[src/rtl/alu_cmd_seq.sv]
// Command FIFO feeding a registered ALU interface, with a three-state issue/hold
// sequencer that captures one result at a time for a ready/valid consumer.
module alu_cmd_seq #(
    parameter int unsigned DEPTH = 4
) (
    input  logic       clk,
    input  logic       rst,
    input  logic       cmd_valid,
    output logic       cmd_ready,
    input  logic [7:0] cmd_a,
    input  logic [7:0] cmd_b,
    input  logic [3:0] cmd_op,
    output logic [7:0] alu_a,
    output logic [7:0] alu_b,
    output logic [3:0] alu_op,
    input  logic [7:0] alu_r,
    input  logic       alu_e,
    output logic       res_valid,
    input  logic       res_ready,
    output logic [7:0] res_r,
    output logic       res_e,
    output logic [3:0] res_op,
    output logic       res_err,
    output logic       busy,
    output logic [7:0] res_count
);

    localparam int unsigned PW = $clog2(DEPTH);
    localparam int unsigned CW = $clog2(DEPTH + 1);

    typedef enum logic [1:0] {StIdle, StIssue, StHold} state_e;

    state_e          state_q, state_d;
    logic [PW-1:0]   wr_ptr_q, wr_ptr_d;
    logic [PW-1:0]   rd_ptr_q, rd_ptr_d;
    logic [CW-1:0]   cnt_q, cnt_d;
    logic [7:0]      mem_a_q [DEPTH];
    logic [7:0]      mem_a_d [DEPTH];
    logic [7:0]      mem_b_q [DEPTH];
    logic [7:0]      mem_b_d [DEPTH];
    logic [3:0]      mem_op_q [DEPTH];
    logic [3:0]      mem_op_d [DEPTH];
    logic [7:0]      alu_a_q, alu_a_d;
    logic [7:0]      alu_b_q, alu_b_d;
    logic [3:0]      alu_op_q, alu_op_d;
    logic            res_valid_q, res_valid_d;
    logic [7:0]      res_r_q, res_r_d;
    logic            res_e_q, res_e_d;
    logic [3:0]      res_op_q, res_op_d;
    logic            res_err_q, res_err_d;
    logic [7:0]      res_count_q, res_count_d;
    logic            push;
    logic            pop;

    assign cmd_ready = (cnt_q != CW'(DEPTH));
    assign push      = cmd_valid && cmd_ready;
    assign pop       = (state_q == StIdle) && (cnt_q != '0);

    always_comb begin
        state_d     = state_q;
        wr_ptr_d    = wr_ptr_q;
        rd_ptr_d    = rd_ptr_q;
        cnt_d       = cnt_q;
        mem_a_d     = mem_a_q;
        mem_b_d     = mem_b_q;
        mem_op_d    = mem_op_q;
        alu_a_d     = alu_a_q;
        alu_b_d     = alu_b_q;
        alu_op_d    = alu_op_q;
        res_valid_d = res_valid_q;
        res_r_d     = res_r_q;
        res_e_d     = res_e_q;
        res_op_d    = res_op_q;
        res_err_d   = res_err_q;
        res_count_d = res_count_q;

        if (push) begin
            mem_a_d[wr_ptr_q]  = cmd_a;
            mem_b_d[wr_ptr_q]  = cmd_b;
            mem_op_d[wr_ptr_q] = cmd_op;
            wr_ptr_d           = wr_ptr_q + PW'(1);
        end
        if (pop) begin
            rd_ptr_d = rd_ptr_q + PW'(1);
        end
        unique case ({push, pop})
            2'b10:   cnt_d = cnt_q + CW'(1);
            2'b01:   cnt_d = cnt_q - CW'(1);
            default: cnt_d = cnt_q;
        endcase

        unique case (state_q)
            StIdle: begin
                if (pop) begin
                    alu_a_d  = mem_a_q[rd_ptr_q];
                    alu_b_d  = mem_b_q[rd_ptr_q];
                    alu_op_d = mem_op_q[rd_ptr_q];
                    state_d  = StIssue;
                end
            end
            StIssue: begin
                res_op_d    = alu_op_q;
                res_valid_d = 1'b1;
                // Divide by zero: ALU output is meaningless, report a saturated result.
                if (alu_op_q == 4'd3 && alu_b_q == 8'd0) begin
                    res_r_d   = 8'hFF;
                    res_e_d   = 1'b0;
                    res_err_d = 1'b1;
                end else begin
                    res_r_d   = alu_r;
                    res_e_d   = (alu_op_q == 4'd0 || alu_op_q == 4'd1) ? alu_e : 1'b0;
                    res_err_d = 1'b0;
                end
                state_d = StHold;
            end
            StHold: begin
                if (res_ready) begin
                    res_valid_d = 1'b0;
                    res_count_d = res_count_q + 8'd1;
                    state_d     = StIdle;
                end
            end
            default: state_d = StIdle;
        endcase
    end

    always_ff @(posedge clk) begin
        if (rst) begin
            state_q     <= StIdle;
            wr_ptr_q    <= '0;
            rd_ptr_q    <= '0;
            cnt_q       <= '0;
            alu_a_q     <= '0;
            alu_b_q     <= '0;
            alu_op_q    <= '0;
            res_valid_q <= 1'b0;
            res_r_q     <= '0;
            res_e_q     <= 1'b0;
            res_op_q    <= '0;
            res_err_q   <= 1'b0;
            res_count_q <= '0;
        end else begin
            state_q     <= state_d;
            wr_ptr_q    <= wr_ptr_d;
            rd_ptr_q    <= rd_ptr_d;
            cnt_q       <= cnt_d;
            alu_a_q     <= alu_a_d;
            alu_b_q     <= alu_b_d;
            alu_op_q    <= alu_op_d;
            res_valid_q <= res_valid_d;
            res_r_q     <= res_r_d;
            res_e_q     <= res_e_d;
            res_op_q    <= res_op_d;
            res_err_q   <= res_err_d;
            res_count_q <= res_count_d;
        end
    end

    // Storage needs no reset; occupancy decides what is valid.
    always_ff @(posedge clk) begin
        mem_a_q  <= mem_a_d;
        mem_b_q  <= mem_b_d;
        mem_op_q <= mem_op_d;
    end

    assign alu_a     = alu_a_q;
    assign alu_b     = alu_b_q;
    assign alu_op    = alu_op_q;
    assign res_valid = res_valid_q;
    assign res_r     = res_r_q;
    assign res_e     = res_e_q;
    assign res_op    = res_op_q;
    assign res_err   = res_err_q;
    assign res_count = res_count_q;
    assign busy      = (cnt_q != '0) || (state_q != StIdle);

endmodule

[config.mk]
export PLATFORM = sky130hd
export DESIGN_NAME = alu_cmd_seq
export DESIGN_NICKNAME = d
export VERILOG_FILES = /design/src/rtl/alu_cmd_seq.sv
export SDC_FILE = /design/constraint.sdc
export NUM_CORES = 1
export LEC_CHECK = 0
export BUFFER_PORTS_ARGS = -buffer_cell sky130_fd_sc_hd__buf_2
export CAP_MARGIN = 20
export CORE_ASPECT_RATIO = 1.1
export CORE_UTILIZATION = 57
export CTS_BUF_LIST = sky130_fd_sc_hd__clkbuf_8 sky130_fd_sc_hd__clkbuf_16
export DETAILED_ROUTE_END_ITERATION = 10
export GPL_TIMING_DRIVEN = 0
export PLACE_DENSITY = 0.87
export REMOVE_ABC_BUFFERS = 1
export SYNTH_ARGS = -nofsm -noshare
export SYNTH_HDL_FRONTEND = slang
export SYNTH_SLANG_ARGS = --single-unit
[constraint.sdc]
create_clock -name clk -period 3.43 [get_ports clk]
set_input_delay 0.1715 -clock clk [delete_from_list [all_inputs] [get_ports clk]]
set_output_delay 0.1715 -clock clk [all_outputs]
set_load 0.02 [all_outputs]
# Yosys cells after proc, flatten, opt, wreduce, memory -nomap -nowiden
# Cells that the tools add are included.
word_totals:
  output_inout_bits: 45
  in_bits: 33
  word_cells: 87
  ff_bits: 132
op_classes:
  order_cmp: 3
  eq_ne: 9
  n_reduce_logical: 17
  bitwise_logic: 2
  muxes: 26
  add_sub_neg: 5
ops:
  columns: ["cell", "n"]
  rows:
  - ["$bwmux 32", 2]
  - ["$mux 8", 6]
  - ["$bmux 8 s2", 2]
  - ["$bwmux 16", 1]
  - ["$demux 8 s2", 1]
  - ["$mux 4", 3]
  - ["$add 8x1->8 const B", 1]
  - ["$bmux 4 s2", 1]
  - ["$demux 4 s2", 1]
  - ["$logic_not 8->1", 1]
  - ["$reduce_and 2->1", 4]
  - ["$ge 3x3->1 const B", 2]
  - ["$not 2->3", 2]
  - ["$pmux 2 s3", 1]
  - ["$pmux 3 s2", 1]
  - ["$reduce_bool 2->1", 3]
  - ["$add 2x1->2 const B", 2]
  - ["$eq 2x1->1 const B", 2]
  - ["$eq 2x2->1 const B", 2]
  - ["$eq 4x1->1 const B", 1]
  - ["$eq 4x2->1 const B", 1]
  - ["$logic_and 1x1->1", 4]
  - ["$logic_not 4->1", 1]
  - ["$mux 1", 4]
  - ["other kinds (10)", 13]

# Longest topological paths before layout
# Gate-level depths: netlist of the first run.
depth:
  depth_word: 6
  ltp_mapped: 9
  ltp_nobuf: 8

# Worst setup path before layout of the first run
# No wires, ideal clock.
synth_timing:
  path_kind: "register to register"
  from: "register cnt_q[0]"
  to: "register cnt_q[2]"
  t_arrival_ps: 2097
  period_less_slack_ps: 2168
  setup_slack_ps: 1262
  required_time_ps: 3360
  path_stages_with_launch: 10
  setup_time_ps: 70
  n_path_buf: 1
  cell_sequence: "dfxtp_1 or3b_1 buf_2 nand2_1 ha_1 inv_1 fa_1 xor2_1 or3_1 a21oi_1"
synth_via:
  elab_chain_len: 4
  elab_cells_between_ends: 10
  cone_classes: "2 x add/sub; 3 x eq/ne; 1 x mux; 4 x reduce/logical"
synth_rtl:
  columns: ["element", "line", "text"]
  rows:
  - ["start: declaration", "36", "logic [CW-1:0] cnt_q, cnt_d;"]
  - ["start signal: assignment", "146", "cnt_q <= cnt_d;"]
  - ["$ne 3x3->1 (*)", "55", "assign cmd_ready = (cnt_q != CW'(DEPTH));"]
  - ["via cmd_ready", "9", "output logic cmd_ready,"]
  - ["$logic_and 1x1->1 (*)", "56", "assign push = cmd_valid && cmd_ready;"]
  - ["$eq 2x1->1 / $eq 2x2->1 (equally long branches)", "86", "unique case ({push, pop})"]
  - ["$pmux 3 s2 / $reduce_bool 2->1 (equally long branches)", null, null]
# Mark *: on every way through the listed nets, which the timed path passes. The rest lies on a longest branch.
# A chain may end at the register's enable or synchronous reset.

# Final worst setup path of the first run
layout_timing:
  from: "register cnt_q[0]"
  to: "register cnt_q[2]"
layout_via:
  elab_chain_len: 4
  elab_cells_between_ends: 10
  cone_classes: "2 x add/sub; 3 x eq/ne; 1 x mux; 4 x reduce/logical"
layout_rtl:
  columns: ["element", "line"]
  rows:
  - ["$ne 3x3->1 / $reduce_bool 3->1 (equally long branches)", "55, 57"]
  - ["$logic_and 1x1->1, on equally long branches", "56, 57"]
  - ["$eq 2x1->1 / $eq 2x2->1 (equally long branches)", "86"]
  - ["$pmux 3 s2 / $reduce_bool 2->1 (equally long branches)", null]
# Several ways; a longest one is shown, not always the timed one.

==> flow_metrics.env, run 1 <==
export IMPL_vias=3113
export IMPL_setup_worst_path_end="cnt_q[2]$_SDFFE_PP0P_"
export IMPL_cts_tree="yes"
export IMPL_rsz0062_at_grt="no"
export IMPL_reg2reg_slack_ps=1080
export IMPL_startpoint="cnt_q[0]$_SDFFE_PP0P_"
export IMPL_grt_overflow=0
export IMPL_rr_startpoint="cnt_q[0]$_SDFFE_PP0P_"
export IMPL_post_route_period_util=0.684
export IMPL_htree_levels=4
export IMPL_first_pass_iters=4
export IMPL_slew_headroom=0.301
export IMPL_io_pins=78
export IMPL_start_util=0.590
export IMPL_max_freq_mhz=426
export IMPL_clock_path_buffers=2
export IMPL_die_area_sq_um=9030
export IMPL_dpl_cell_area_sq_um=5390
export IMPL_grt_pass1_vias=3180
export IMPL_setup_violations_final=0
export IMPL_antenna_found_initial=0
export IMPL_fin_setup_tns_ps=0
export IMPL_synth_cell_types=40
export IMPL_async_flop_share=0
export IMPL_crit_fanout=10
export IMPL_required_ps=3870
export IMPL_ant_nets=0
export IMPL_worst_slack_ps=1080
export IMPL_synth_avg_cell_area_sq_um=15.5
export IMPL_ctsHoldBuffers=30
export IMPL_grt_max_degree=35
export IMPL_rows=35
export IMPL_hold_violations=0
export IMPL_hpwl_microns=5640
export IMPL_power_density_nw_per_um2=825
export IMPL_synth_most_common_cell="edfxtp_1"
export IMPL_routed_wl_microns=9660
export IMPL_r2r_end="cnt_q[2]$_SDFFE_PP0P_"
export IMPL_cts_resized_gates=0
export IMPL_initialDrtViolationCount=163
export IMPL_synth_top_area_share=0.487
export IMPL_ys_ff_latch=132
export IMPL_skew_ps=10.4
export IMPL_worst_slew_pin_slew_ps=1050
export IMPL_drive_gt1_frac=0.309
export IMPL_fin_util=0.753
export IMPL_clkTransAtPathRegs_ps=60
export IMPL_leakagePower_nw=2.42
export IMPL_status="finished clean"
export IMPL_yosysSeqAreaShare=0.698
export IMPL_nNetsFinal=471
export IMPL_ys_warn_count=0
export IMPL_wl_per_cell_microns=17.4
export IMPL_synth_cells=318
export IMPL_period_needed_ps=2350
export IMPL_worst_setup_path_end_kind="register"
export IMPL_postCtsSetupBuffers=0
export IMPL_worstHoldStart="alu_e"
export IMPL_die_h_microns=99.6
export IMPL_power_mw=5.20
export IMPL_via_per_inst=5.61
export IMPL_hold_class="input pin to register"
export IMPL_synth_edf_count=80
export IMPL_synth_top_flop_cell="edfxtp_1"
export IMPL_netlist_area_sq_um=4930
export IMPL_gp_congestion=0.736
export IMPL_reg2reg_depth=8
export IMPL_insertedDiodeCount=0
export IMPL_critPathKind="register to register"
export IMPL_stdcell_area_sq_um=6300
export IMPL_grt_first_pass_wirelength_microns=15400
export IMPL_pre_cts_ws_ps=1130
export IMPL_maxCapViolations=0
export IMPL_track_usage=0.231
export IMPL_syn2layout_area_growth_pct=27.7
export IMPL_final_max_slew_viol_count=0
export IMPL_port_buffers=77
export IMPL_vdd_drop_max_mv=0.484
export IMPL_synthTopCellsByCount="edfxtp_1 (80), dfxtp_1 (52), nor2_1 (26)"
export IMPL_drc=0
export IMPL_cts_buffers=17
export IMPL_clk_latency_ps=510
export IMPL_crit_arrival_ps=2790
export IMPL_synth_area_leaders="edfxtp_1 (49%), dfxtp_1 (21%), mux4_2 (9.1%)"
export IMPL_start_kind="register"
export IMPL_core_area_sq_um=8360
export IMPL_cts_root_buf="clkbuf_8"
export IMPL_die_x_microns=90.7
export IMPL_synth_area_leader_cell="edfxtp_1"
export IMPL_clkSinkCount=132
routing by layer:
metal,share of wire,track usage,wire (microns)
met1,0.42,0.268,4030
met4,0.012,0.0868,120
met2,0.52,0.404,4980
met3,0.055,0.0711,531
met5,0,0,0
area by class of cell:
| type | instances | area (sq um) |
|---|---|---|
| Tap cell | 111 | 139 |
| Multi-Input combinational cell | 163 | 1380 |
| Timing Repair Buffer | 111 | 763 |
| Clock inverter | 14 | 109 |
| Inverter | 6 | 22.5 |
| Clock buffer | 18 | 439 |
| Sequential cell | 132 | 3440 |
| Fill cell | 467 | 2070 |
cells in the final DEF, fill, tap and decap left out, types with 2 or more instances in the layout:
cell type / instances
nand3_1: 4
a211oi_1: 8
o21ai_0: 5
and3_1: 4
xor2_1: 4
nand4_1: 3
buf_16: 2
buf_2: 77
clkinv_2: 4
ha_1: 6
a21o_1: 2
dlygate4sd3_1: 30
o31ai_1: 2
clkbuf_16: 17
inv_1: 8
buf_6: 2
or3_1: 6
nor2_1: 26
inv_4: 4
a22o_1: 20
or4_1: 2
a21oi_1: 18
clkinv_4: 3
edfxtp_1: 80
dfxtp_1: 51
nand2_1: 15
nor4_1: 2
mux4_2: 20
state kept, by name, indices dropped and copies added, names as in the netlist, 2 cells and up:
register,cells
mem_op_q,16
mem_b_q,32
state_q,2
alu_b,8
mem_a_q,32
alu_a,8
res_r,8
alu_op,4
wr_ptr_q,2
rd_ptr_q,2
res_count,8
res_op,4
cnt_q,3
through the flow:
| stage | std cells | hold WS, ps |
|---|---|---|
| after floorplan | 301 | 241 |
| after global placement | 489 | 382 |
| after detailed placement | 491 | 388 |
| after CTS | 553 | 40.1 |
| after global routing | 555 | 50.5 |
| final | 555 | 63.6 |
cell families (layout without fill, tap and decap cells):
| kind of cell | Yosys count | count (layout) | share of synthesized area |
|---|---|---|---|
| flip-flops | 132 | 132 | 0.698 |
| buffers and inverters | 23 | 149 | 0.0231 |
| AND/OR/NAND/NOR | 73 | 73 | 0.0774 |
| AO/OA/AOI/OAI | 58 | 58 | 0.0817 |
| XOR/XNOR | 4 | 4 | 0.00710 |
| adder cells (fa/ha/maj) | 7 | 7 | 0.0193 |
| multiplexers | 21 | 21 | 0.0934 |
report_power, final:
part / total [mW] / internal (mW) / switching [mW] / leakage, nW
registers: 2.22 / 1.96 / 0.255 / 1.16
logic: 1.34 / 0.598 / 0.744 / 0.973
clock network: 1.64 / 0.995 / 0.644 / 0.287
total: 5.20 / 3.55 / 1.64 / 2.42
worst max-delay path, stage by stage (launching register included):
cell and delay [ps]:
dfxtp_1 350, or3b_1 530, nand2_1 140, ha_1 200, inv_1 70, fa_1 380
xor2_1 160, or3_1 310, a21oi_1 140
how the worst min path moves through the flow:
stage / endpoint / slack, ps / depth (start not counted)
3_3_place_gp: mem_a_q[13]$_DFFE_PP_ / 380 / 1
4_1_cts: res_e$_SDFFE_PP0P_ / 40 / 4
3_5_place_dp: mem_a_q[17]$_DFFE_PP_ / 390 / 1
2_1_floorplan: cnt_q[2]$_SDFFE_PP0P_ / 240 / 1
5_1_grt: res_e$_SDFFE_PP0P_ / 50 / 4
6_report: res_e$_SDFFE_PP0P_ / 60 / 4
Note: power is estimated with default switching activity, not from simulation.
==> inputs of run 2 (changes only) <==
--- a/config.mk
+++ b/config.mk
@@ -8,11 +8,11 @@
 export BUFFER_PORTS_ARGS = -buffer_cell sky130_fd_sc_hd__buf_2
 export CAP_MARGIN = 20
 export CORE_ASPECT_RATIO = 1.1
-export CORE_UTILIZATION = 57
+export CORE_UTILIZATION = 50
 export CTS_BUF_LIST = sky130_fd_sc_hd__clkbuf_8 sky130_fd_sc_hd__clkbuf_16
 export DETAILED_ROUTE_END_ITERATION = 10
 export GPL_TIMING_DRIVEN = 0
-export PLACE_DENSITY = 0.87
+export PLACE_DENSITY = 0.82
 export REMOVE_ABC_BUFFERS = 1
 export SYNTH_ARGS = -nofsm -noshare
 export SYNTH_HDL_FRONTEND = slang
==> constraint.sdc (replaced) <==
create_clock -name clk -period 2.1 [get_ports clk]
set_input_delay 0.105 -clock clk [delete_from_list [all_inputs] [get_ports clk]]
set_output_delay 0.105 -clock clk [all_outputs]
set_load 0.02 [all_outputs]
==> flow_metrics.env, run 2 (synthesis gave the netlist of run 1 again) <==
export IMPL_status="finished clean"
export IMPL_initialDrtViolationCount=225
export IMPL_largestRegisters="mem_a_q: 32 flops, mem_b_q: 32 flops, mem_op_q: 16 flops"
export IMPL_first_pass_iters=5
export IMPL_grt_overflow=0
export IMPL_gp_congestion=0.721
export IMPL_drive_gt1_frac=0.339
export IMPL_reg2reg_slack_ps=60
export IMPL_nNetsFinal=476
export IMPL_share_seq_of_total_power=0.422
export IMPL_worst_setup_path_end_kind="register"
export IMPL_ant_nets=0
export IMPL_start_util=0.520
export IMPL_wl_per_cell_microns=17.1
export IMPL_dpl_cell_area_sq_um=5400
export IMPL_rows=37
export IMPL_setup_violations_final=0
export IMPL_worst_slew_pin_slew_ps=1090
export IMPL_die_h_microns=106
export IMPL_hold_violations=0
export IMPL_worstHoldStart="rst"
export IMPL_power_mw=8.58
export IMPL_clkSinkCount=132
export IMPL_clkTransAtPathRegs_ps=60
export IMPL_period_needed_ps=2040
export IMPL_startpoint="cnt_q[1]$_SDFFE_PP0P_"
export IMPL_track_usage=0.201
export IMPL_grt_first_pass_wirelength_microns=15400
export IMPL_maxCapViolations=0
export IMPL_power_share_clock=0.312
export IMPL_routed_wl_microns=9690
export IMPL_cts_root_buf="clkbuf_8"
export IMPL_hold_class="input pin to register"
export IMPL_leakagePower_nw=2.41
export IMPL_start_kind="register"
export IMPL_p_switching_mw=2.75
export IMPL_clk_latency_ps=520
export IMPL_vias=3072
export IMPL_skew_ps=9.37
export IMPL_most_common_layout_cells="edfxtp_1 (80), buf_2 (77), dfxtp_1 (47)"
export IMPL_clock_path_buffers=2
export IMPL_power_density_nw_per_um2=1350
export IMPL_rsz0062_at_grt="yes"
export IMPL_p_int_mw=5.83
export IMPL_crit_fanout=3
export IMPL_post_route_period_util=0.970
export IMPL_drc=0
export IMPL_critPathKind="register to register"
export IMPL_via_per_inst=5.42
export IMPL_final_max_slew_viol_count=0
export IMPL_required_ps=2550
export IMPL_max_freq_mhz=491
export IMPL_crit_arrival_ps=2480
export IMPL_stdcell_area_sq_um=6360
export IMPL_slew_headroom=0.272
export IMPL_sw_frac_of_total=0.320
export IMPL_port_buffers=77
export IMPL_syn2layout_area_growth_pct=28.9
export IMPL_cts_tree="yes"
export IMPL_cts_buffers=17
export IMPL_io_pins=78
export IMPL_grt_pass1_vias=3047
export IMPL_vdd_drop_max_mv=0.740
export IMPL_final_common_cell="edfxtp_1"
export IMPL_die_area_sq_um=10300
export IMPL_antenna_found_initial=1
export IMPL_combPwrFrac=0.265
export IMPL_die_x_microns=96.7
export IMPL_grt_max_degree=35
export IMPL_core_area_sq_um=9490
export IMPL_rr_startpoint="cnt_q[1]$_SDFFE_PP0P_"
export IMPL_hpwl_microns=5810
export IMPL_htree_levels=4
==> run 2: changes by cell type in the layout (fill, tap and decap cells not counted), sizes merged <==
| cell | before | now |
|---|---|---|
| buf | 81 | 85 |
| clkinvlp | 0 | 4 |
| inv | 12 | 10 |
| clkbuf | 18 | 17 |
| clkinv | 7 | 6 |
| diode | 0 | 1 |
| dlygate4sd3 | 30 | 31 |
==> run 2: repair_timing <==
item | CTS | global route
buffers inserted | 2 | 3
hold endpoints to repair | 93 | 0
pin swaps | 1 | 2
hold buffers | 31 | 0
setup endpoints to repair | 1 | 41
gates resized for setup | 7 | 8
cloned | 0 | 0
==> run 2: routing by layer <==
metal | global-route usage | part of all wire
met5 | 0 | 0
met2 | 0.349 | 0.53
met1 | 0.230 | 0.39
met3 | 0.0710 | 0.066
met4 | 0.0725 | 0.012
==> run 2: power by group through the flow <==
stage | Sequential (mW) | Combinational (mW) | Clock (mW)
2_1_floorplan | 3.87 | 1.12 | 0
3_3_place_gp | 3.64 | 1.98 | 0
3_5_place_dp | 3.67 | 2.09 | 0
4_1_cts | 3.63 | 2.18 | 2.73
5_1_grt | 3.70 | 2.44 | 2.84
6_report | 3.62 | 2.28 | 2.68
==> run 2: worst paths after layout <==
check / endpoint / cells past startpoint
worst max-delay path: cnt_q[2]$_SDFFE_PP0P_ / 8
worst min-delay path: res_count[1]$_SDFFE_PP0P_ / 2
worst max register to register: cnt_q[2]$_SDFFE_PP0P_ / 8
worst min register to register: res_e$_SDFFE_PP0P_ / 2
==> run 2: layout make-up <==
| class | count | area (sq um) |
|---|---|---|
| well taps | 117 | 146 |
| multi-input cells | 163 | 1410 |
| clock buffers | 17 | 414 |
| repair buffers | 116 | 771 |
| fillers | 604 | 3130 |
| flip-flops and latches | 132 | 3450 |
| clock inverters | 15 | 131 |
| diodes | 1 | 2.50 |
| inverters | 6 | 22.5 |
==> run 2: per-stage QoR <==
step                      utilization  cells  hold WS (ps)  worst slack, ps  setup TNS, ps
after floorplan                     -    301           174             -124           -124
after global placement          0.566    495           314             -315          -6230
after detailed placement        0.569    497           321             -179           -179
after CTS                       0.662    562          50.2             7.73              0
after global routing            0.670    567          76.7           -0.563         -0.563
final                           0.670    567          72.2             63.6              0
==> run 2: critical path, stage by stage, from the launching register on <==
cell	delay (ps)
dfxtp_4	350
or3b_4	410
nand2_4	90
ha_4	130
inv_1	50
fa_2	330
xor2_1	150
or3_1	310
a21oi_1	140
==> inputs of run 3 (changes only) <==
--- a/config.mk
+++ b/config.mk
@@ -5,6 +5,7 @@
 export SDC_FILE = /design/constraint.sdc
 export NUM_CORES = 1
 export LEC_CHECK = 0
+export ABC_CLOCK_PERIOD_IN_PS = 2100
 export BUFFER_PORTS_ARGS = -buffer_cell sky130_fd_sc_hd__buf_2
 export CAP_MARGIN = 20
 export CORE_ASPECT_RATIO = 1.1
@@ -12,7 +13,7 @@
 export CTS_BUF_LIST = sky130_fd_sc_hd__clkbuf_8 sky130_fd_sc_hd__clkbuf_16
 export DETAILED_ROUTE_END_ITERATION = 10
 export GPL_TIMING_DRIVEN = 0
-export PLACE_DENSITY = 0.82
+export PLACE_DENSITY = 0.79
 export REMOVE_ABC_BUFFERS = 1
 export SYNTH_ARGS = -nofsm -noshare
 export SYNTH_HDL_FRONTEND = slang
==> flow_metrics.env, run 3 (synthesis gave the netlist of run 1 again) <==
export IMPL_dpl_cell_area_sq_um=5400
export IMPL_crit_fanout=5
export IMPL_worst_slack_ps=93.2
export IMPL_rsz0062_at_grt="yes"
export IMPL_cts_tree="yes"
export IMPL_power_density_nw_per_um2=1370
export IMPL_dpl_cell_count=497
export IMPL_track_usage=0.200
export IMPL_port_buffers=77
export IMPL_clkTransAtPathRegs_ps=60
export IMPL_drive_gt1_frac=0.339
export IMPL_first_pass_iters=4
export IMPL_vdd_drop_max_mv=0.793
export IMPL_leakagePower_nw=2.42
export IMPL_worst_setup_path_end_kind="register"
export IMPL_clkSinkCount=132
export IMPL_via_per_inst=5.49
export IMPL_post_route_period_util=0.956
export IMPL_largestRegisters="mem_a_q: 32 flops, mem_b_q: 32 flops, mem_op_q: 16 flops"
export IMPL_hold_violations=0
export IMPL_io_pins=78
export IMPL_grt_max_degree=35
export IMPL_clock_path_buffers=2
export IMPL_cts_buffers=17
export IMPL_rows=37
export IMPL_insertedDiodeCount=0
export IMPL_routed_wl_microns=9700
export IMPL_wl_per_cell_microns=17.2
export IMPL_power_mw=8.75
export IMPL_slew_headroom=0.283
export IMPL_fin_util=0.671
export IMPL_rr_startpoint="cnt_q[2]$_SDFFE_PP0P_"
export IMPL_final_common_cell="edfxtp_1"
export IMPL_status="finished clean"
export IMPL_hpwl_microns=5560
export IMPL_cts_root_buf="clkbuf_8"
export IMPL_antenna_found_initial=0
export IMPL_stdcell_area_sq_um=6370
export IMPL_clk_latency_ps=520
export IMPL_stdcell_count=563
export IMPL_ant_nets=0
export IMPL_most_common_layout_cells="edfxtp_1 (80), buf_2 (77), dfxtp_1 (48)"
export IMPL_grt_first_pass_wirelength_microns=15500
export IMPL_critPathKind="register to register"
export IMPL_nNetsFinal=473
export IMPL_start_util=0.520
export IMPL_die_h_microns=106
export IMPL_worst_slew_pin_slew_ps=1080
export IMPL_skew_ps=9.08
export IMPL_maxCapViolations=0
export IMPL_required_ps=2540
export IMPL_pre_cts_ws_ps=-174
export IMPL_die_area_sq_um=10300
export IMPL_syn2layout_area_growth_pct=29.1
export IMPL_gp_congestion=0.717
export IMPL_hold_class="input pin to register"
export IMPL_max_freq_mhz=498
export IMPL_die_x_microns=96.7
export IMPL_drc=0
export IMPL_startpoint="cnt_q[2]$_SDFFE_PP0P_"
export IMPL_fin_setup_tns_ps=0
export IMPL_grt_pass1_vias=3123
export IMPL_period_needed_ps=2010
export IMPL_vias=3090
export IMPL_setup_violations_final=0
export IMPL_fin_hold_ws_ps=94.7
export IMPL_initialDrtViolationCount=222
export IMPL_worstHoldStart="rst"
export IMPL_crit_arrival_ps=2450
export IMPL_htree_levels=4
export IMPL_core_area_sq_um=9490
export IMPL_final_max_slew_viol_count=0
export IMPL_grt_overflow=0
export IMPL_start_kind="register"
## run 3: what timing repair did
action,in CTS,in global routing
buffers inserted,1,1
hold buffers,31,0
cloned,0,0
resized for setup,8,4
hold endpoints to repair,92,0
endpoints found under the setup margin,1,1
pin swaps,0,1
## run 3: cell type report
cell class                 count  area (sq um)
sequential                   132          3450
fill                         632          3120
multi-input combinational    163          1410
timing repair buffer         113           761
clock buffer                  17           414
clock inverter                15           170
tap                          117           146
inverter                       6          22.5
## run 3: critical path, cell delays in order (launching register included)
cell     delay, ps
dfxtp_2        360
or3b_4         400
nand2_2        100
ha_4           140
inv_2           30
fa_2           320
xor2_1         150
or3_1          320
a21oi_2        110
## run 3: path summary, 6_finish.rpt
path	end	slack [ps]	cells past startpoint
max reg2reg	cnt_q[2]$_SDFFE_PP0P_	90	8
min reg2reg	res_op[2]$_SDFFE_PP0P_	460	2
max	cnt_q[2]$_SDFFE_PP0P_	90	8
min	res_count[1]$_SDFFE_PP0P_	90	2
## run 3: power breakdown
group	internal [mW]	leakage, nW	switching [mW]
clock network	1.72	0.282	1.16
registers	3.21	1.16	0.396
logic	1.03	0.977	1.24
total	5.96	2.42	2.80
## run 3: layer usage
| layer | routed length, microns | GRT usage | share of wire |
|---|---|---|---|
| met3 | 544 | 0.0644 | 0.056 |
| met2 | 4980 | 0.339 | 0.51 |
| met4 | 188 | 0.0917 | 0.019 |
| met1 | 3990 | 0.233 | 0.41 |
| met5 | 0 | 0 | 0 |
